==> src/rtl/fetch_stage.sv <==
// fetch_stage: IF stage - issues imem reads (iREN/iaddr), gates PC_EN, loads IF/ID (ifid_*), buffers one instr on stall, drains on flush, parks on halt, counts fetches (fetch_count)
module fetch_stage #(
  parameter int CNT_W = 32
) (
  input  logic             CLK,
  input  logic             nRST,
  input  logic [31:0]      pcaddr,
  input  logic [31:0]      nxt_pc,
  input  logic             ihit,
  input  logic [31:0]      iload,
  input  logic             stall,
  input  logic             flush,
  input  logic             halt,
  output logic             iREN,
  output logic [31:0]      iaddr,
  output logic             PC_EN,
  output logic             ifid_valid,
  output logic [31:0]      ifid_instr,
  output logic [31:0]      ifid_pc,
  output logic [31:0]      ifid_npc,
  output logic [CNT_W-1:0] fetch_count
);
  typedef enum logic [1:0] {FETCH, HOLD, DRAIN, HALTED} state_t;
  state_t state, next_state;
  logic [31:0] hold_instr, hold_pc, hold_npc, drain_addr;
  logic ren, pc_en, ld_mem, ld_buf, cap_buf, kill, set_drain, cnt_en;
  always_comb begin
    next_state = state;
    ren = 1'b0;
    pc_en = 1'b0;
    ld_mem = 1'b0;
    ld_buf = 1'b0;
    cap_buf = 1'b0;
    kill = 1'b0;
    set_drain = 1'b0;
    cnt_en = 1'b0;
    if (halt) begin
      next_state = HALTED;
      kill = 1'b1;
    end else begin
      case (state)
        FETCH: begin
          ren = 1'b1;
          pc_en = ihit | flush;
          if (flush) begin
            kill = 1'b1;
            set_drain = !ihit;
            next_state = ihit ? FETCH : DRAIN;
          end else if (ihit) begin
            cnt_en = 1'b1;
            cap_buf = stall;
            ld_mem = !stall;
            next_state = stall ? HOLD : FETCH;
          end else begin
            kill = !stall;
          end
        end
        HOLD: begin
          pc_en = flush;
          kill = flush;
          ld_buf = !flush && !stall;
          next_state = (flush || !stall) ? FETCH : HOLD;
        end
        DRAIN: begin
          ren = 1'b1;
          pc_en = flush;
          kill = 1'b1;
          next_state = ihit ? FETCH : DRAIN;
        end
        default: kill = 1'b1;
      endcase
    end
  end
  assign iREN  = ren & nRST;
  assign PC_EN = pc_en & nRST;
  assign iaddr = (state == DRAIN) ? drain_addr : pcaddr;
  always_ff @(posedge CLK or negedge nRST) begin
    if (!nRST) begin
      state <= FETCH;
      ifid_valid <= 1'b0;
      ifid_instr <= '0;
      ifid_pc <= '0;
      ifid_npc <= '0;
      hold_instr <= '0;
      hold_pc <= '0;
      hold_npc <= '0;
      drain_addr <= '0;
      fetch_count <= '0;
    end else begin
      state <= next_state;
      if (kill) ifid_valid <= 1'b0;
      if (ld_mem) begin
        ifid_valid <= 1'b1;
        ifid_instr <= iload;
        ifid_pc <= pcaddr;
        ifid_npc <= nxt_pc;
      end
      if (ld_buf) begin
        ifid_valid <= 1'b1;
        ifid_instr <= hold_instr;
        ifid_pc <= hold_pc;
        ifid_npc <= hold_npc;
      end
      if (cap_buf) begin
        hold_instr <= iload;
        hold_pc <= pcaddr;
        hold_npc <= nxt_pc;
      end
      if (set_drain) drain_addr <= pcaddr;
      if (cnt_en && !(&fetch_count)) fetch_count <= fetch_count + CNT_W'(1);
    end
  end
endmodule

==> config.mk <==
export PLATFORM = sky130hd
export DESIGN_NAME = fetch_stage
export DESIGN_NICKNAME = d
export VERILOG_FILES = /design/src/rtl/fetch_stage.sv
export SDC_FILE = /design/constraint.sdc
export NUM_CORES = 1
export LEC_CHECK = 0
export ABC_AREA = 0
export CORE_AREA = 3 3 149 151
export CTS_CLUSTER_SIZE = 28
export DETAILED_ROUTE_END_ITERATION = 10
export DIE_AREA = 0 0 152 154
export PLACE_DENSITY = 0.91
export SLEW_MARGIN = 30
export SYNTH_ARGS = -nofsm -noshare
export SYNTH_HDL_FRONTEND = slang
export SYNTH_SLANG_ARGS = --single-unit
==> constraint.sdc <==
create_clock -name CLK -period 4.3 [get_ports CLK]
set_input_delay 0.645 -clock CLK [delete_from_list [all_inputs] [get_ports CLK]]
set_output_delay 0.645 -clock CLK [all_outputs]
set_load 0.05 [all_outputs]
==> results.md <==
Global route:
- The number of antenna violations at the first check in global routing is 0.
- The leftover overflow at the end of global routing is 0.
- The first global-routing pass estimated between 40000 and 50000 µm of wire.
- The maximum number of pins on one net before global-route repair is 143.
- The number of global-route vias before repair came to a little over 8k.
- Across every metal layer, demand over resource in global routing totals 0.229.

Drt:
- The average wire length per cell after detail routing is about 19 µm.
- The count of antenna-violating nets left after detailed routing is 0.
- Using the TritonRoute via totals, the vias-per-cell ratio works out to between 5 and 6.
- Wires add up to 27700 µm.
- The DRC violation count after routing is 0.
- The detailed router finished its first iteration with 415 violations.
- The length of the first detailed-routing pass in iterations is 4.
- The detailed-route via count is roughly 8.0k.

Timing:
- In the final timing run, aggregate negative setup slack is 0 ns.
- Of the available clock period, the critical path in the final layout requires 0.845.
- For the pin with the worst max-slew slack, the measured transition is between 0.8 and 0.9 ns.
- The clock skew is a little over 0.006 ns.
- The final hold violation count is 0.
- The relative slew slack is 0.414.
- The final-report max-slew violation count is 0.
- The clock period minus worst slack is 3.64 ns.
- The maximum achievable frequency is 275 MHz.
- Setup slack closes at 0.665 ns.
- Setup repair after global routing left no endpoint under its margin.
- The number of setup violations in the final report is 0.

Finish:
- The final cell utilization of the core is 0.722.
- Leaving out filler cells and counting taps, the final layout contains 1453.
- 0 antenna diodes ended up in the layout.
- Relative to the synthesized area, the layout overhead comes to 34.2%.
- The proportion of layout cells with a drive suffix above 1 is 0.190.
- The most frequent standard cell in the layout excluding fill and tap cells is sky130_fd_sc_hd__clkdlybuf4s50_1.
- The total of fill cells in the finished design is 1405.
- The final layout net count is 1265.
- The library cells used most frequently in the layout, excluding fill and tap cells, are sky130_fd_sc_hd__clkdlybuf4s50_1 (263), sky130_fd_sc_hd__dfrtp_1 (259), sky130_fd_sc_hd__mux2_2 (161), sky130_fd_sc_hd__nor2_1 (114), sky130_fd_sc_hd__a21oi_1 (101).

Clock tree:
- TritonCTS built the clock tree.
- The H-tree level count is 1.
- The clock slew at the register clock pins of the worst setup and hold paths is roughly 0.06 ns.
- In this run the post-CTS setup repair buffer count came out at 0.
- The total of hold buffers inserted after clock tree synthesis is 0.
- Buffers inserted during clock tree synthesis total 26.
- Clock tree synthesis selected as its root buffer the cell sky130_fd_sc_hd__clkbuf_16.
- The number of sinks handled by clock tree synthesis is between 200 and 300.
- For the worst-skew pair, the clock arrives at the later sink with an insertion delay of approximately 0.5 ns.
- No sink is reached through more buffers than the 3 on the longest clock path.
- The number of gates resized after CTS is 0.

Synthesis:
- The cell count after synthesis is around 910.
- For this run, the number of Yosys warnings is 0.
- The netlist uses 35 different library cells.
- After synthesis the cells add up to roughly 11000 µm².
- The number of storage elements in the synthesis netlist is around 260.
- The total nets after synthesis is slightly above 1k.
- For this run, the register share of the synthesized area comes to 0.575.
- After synthesis, the mean cell area works out to between 10 and 15 µm².

Placed design:
- Before CTS, the worst setup slack after placement is about 1.0 ns.
- The cell count after placement is approximately 1.4k.
- The routability-driven placement congestion ratio is 0.816.
- Detailed placement ended at an HPWL of roughly 18000 µm.
- In this run the tool buffered the top-level ports with between 200 and 300 buffer cells.

Critical path:
- The worst setup path is launched from a flip-flop.
- The critical path is of the flip-flop to primary output type.
- The category of the worst setup path capture point is a primary output.
- Data on the critical path is required at its endpoint by about 3.7 ns.
- In this run the worst path has a maximum fanout of 34.
- STA puts the critical path data arrival time at 2.99 ns.

Die:
- The die width is roughly 150 µm.
- After floorplanning, the core was divided into between 50 and 60 placement rows.
- The top-level I/O count is ~270.
- After floorplanning, the core was sized to cover roughly 21000 µm².
- The initial utilization of the core area, before any placement, comes to 0.538.
- The floorplan step defined a die boundary enclosing 23400 µm².
- The height of the die is around 150 µm.

Power and ir drop:
- Summed over all cells, the static leakage comes to 0.00663 µW.
- For this design the ratio of total power to cell area is 700 nW/µm².
- The worst vdd rail ir drop is 0.480 mV.

Outcome:
- The run finished with clean final reports.

Flow run:
- The max-capacitance violation count is 0.

Worst hold path:
- The worst hold path belongs to the class input port to asynchronous set/reset pin.
per-stage QoR:
step           total power, µW  hold slack, ns  cell area, µm²
3_3_place_gp              8110           0.478           14200
2_1_floorplan             6610           0.349           11300
6_report                 10600           0.315           15100
3_5_place_dp              8270           0.490           14200
4_1_cts                  10700           0.314           15100
5_1_grt                  11100           0.356           15100
metal layers:
metal	GRT usage	part of all wire	up-vias
li1	-	-	3716
met1	0.287	0.41	3966
met2	0.406	0.51	251
met3	0.0487	0.060	38
met4	0.0586	0.020	0
met5	0	0	-
Yosys cell counts, drive strengths merged:
master | count | area (µm²)
xnor2 | 11 | 96.3
or2 | 1 | 6.26
or3 | 1 | 6.26
nor4 | 5 | 37.5
mux2i | 99 | 991
nor4bb | 1 | 10.0
dfrtp | 259 | 6480
a211oi | 2 | 15.0
clkbuf | 37 | 139
inv | 6 | 22.5
o21ai | 4 | 20.0
nand4 | 14 | 93.8
nor4b | 2 | 17.5
buf | 17 | 78.8
a21oi | 101 | 505
and2 | 1 | 6.26
nand2 | 16 | 60.1
and3 | 7 | 43.8
or4b | 2 | 20.0
a21o | 1 | 7.51
xor2 | 18 | 158
nand4bb | 1 | 11.3
nor2 | 114 | 428
nor3 | 7 | 40.0
or4 | 2 | 22.5
nand3 | 9 | 45.0
mux2 | 161 | 1810
o211ai | 2 | 15.0
and4 | 3 | 26.3
ha | 5 | 62.6
power by group:
part,leakage [µW],switching (µW),internal (µW),total [µW]
sequential,0.00332,447,3250,3690
combinational,0.00287,2920,1630,4550
clock,0.000438,908,1440,2340
cell type report:
| type | count | area [µm²] | share of cell area |
|---|---|---|---|
| clock inverters | 5 | 100 | 0.00661 |
| inverters | 6 | 22.5 | 0.00149 |
| flip-flops and latches | 259 | 6480 | 0.428 |
| well taps | 275 | 344 | 0.0227 |
| clock buffers | 43 | 796 | 0.0526 |
| multi-input cells | 590 | 4600 | 0.304 |
| repair buffers | 275 | 2790 | 0.185 |
registers in the layout (all words and copies together), names as in the netlist:
register / cells
ifid_instr: 32
ifid_npc: 32
fetch_count: 32
ifid_valid: 1
ifid_pc: 32
hold_instr: 32
hold_npc: 32
drain_addr: 32
hold_pc: 32
state: 2
worst max-delay path, cell delays in order (launching register included):
cell	delay, ns
sky130_fd_sc_hd__dfrtp_1	0.43
sky130_fd_sc_hd__inv_1	0.11
sky130_fd_sc_hd__ha_2	0.77
sky130_fd_sc_hd__mux2_2	0.43
sky130_fd_sc_hd__clkdlybuf4s50_1	0.73
final timing paths:
check,from,to,slack [ns],cells after the start
max,state[0]$_DFFE_PN0P_,iaddr[8],0.66,4
min,nRST,hold_instr[3]$_DFFE_PN0P_,0.32,2
max reg2reg,state[0]$_DFFE_PN0P_,ifid_npc[30]$_DFFE_PN0P_,1.45,9
min reg2reg,fetch_count[22]$_DFFE_PN0P_,fetch_count[22]$_DFFE_PN0P_,0.50,1
max in group asynchronous,nRST,hold_pc[19]$_DFFE_PN0P_,2.72,3
min in group CLK,fetch_count[22]$_DFFE_PN0P_,fetch_count[22]$_DFFE_PN0P_,0.50,1
kinds of logic (layout without fill, tap and decap cells):
group           Yosys count  count (layout)  synth area share
compound gates          110             110            0.0499
mux                     260             260             0.249
simple gates            186             186            0.0775
flops                   259             259             0.575
xor+xnor                 29              29            0.0225
buf+inv                  60             329            0.0213
fa+ha+maj                 5               5           0.00555
Note: power is estimated with default switching activity, not from simulation.
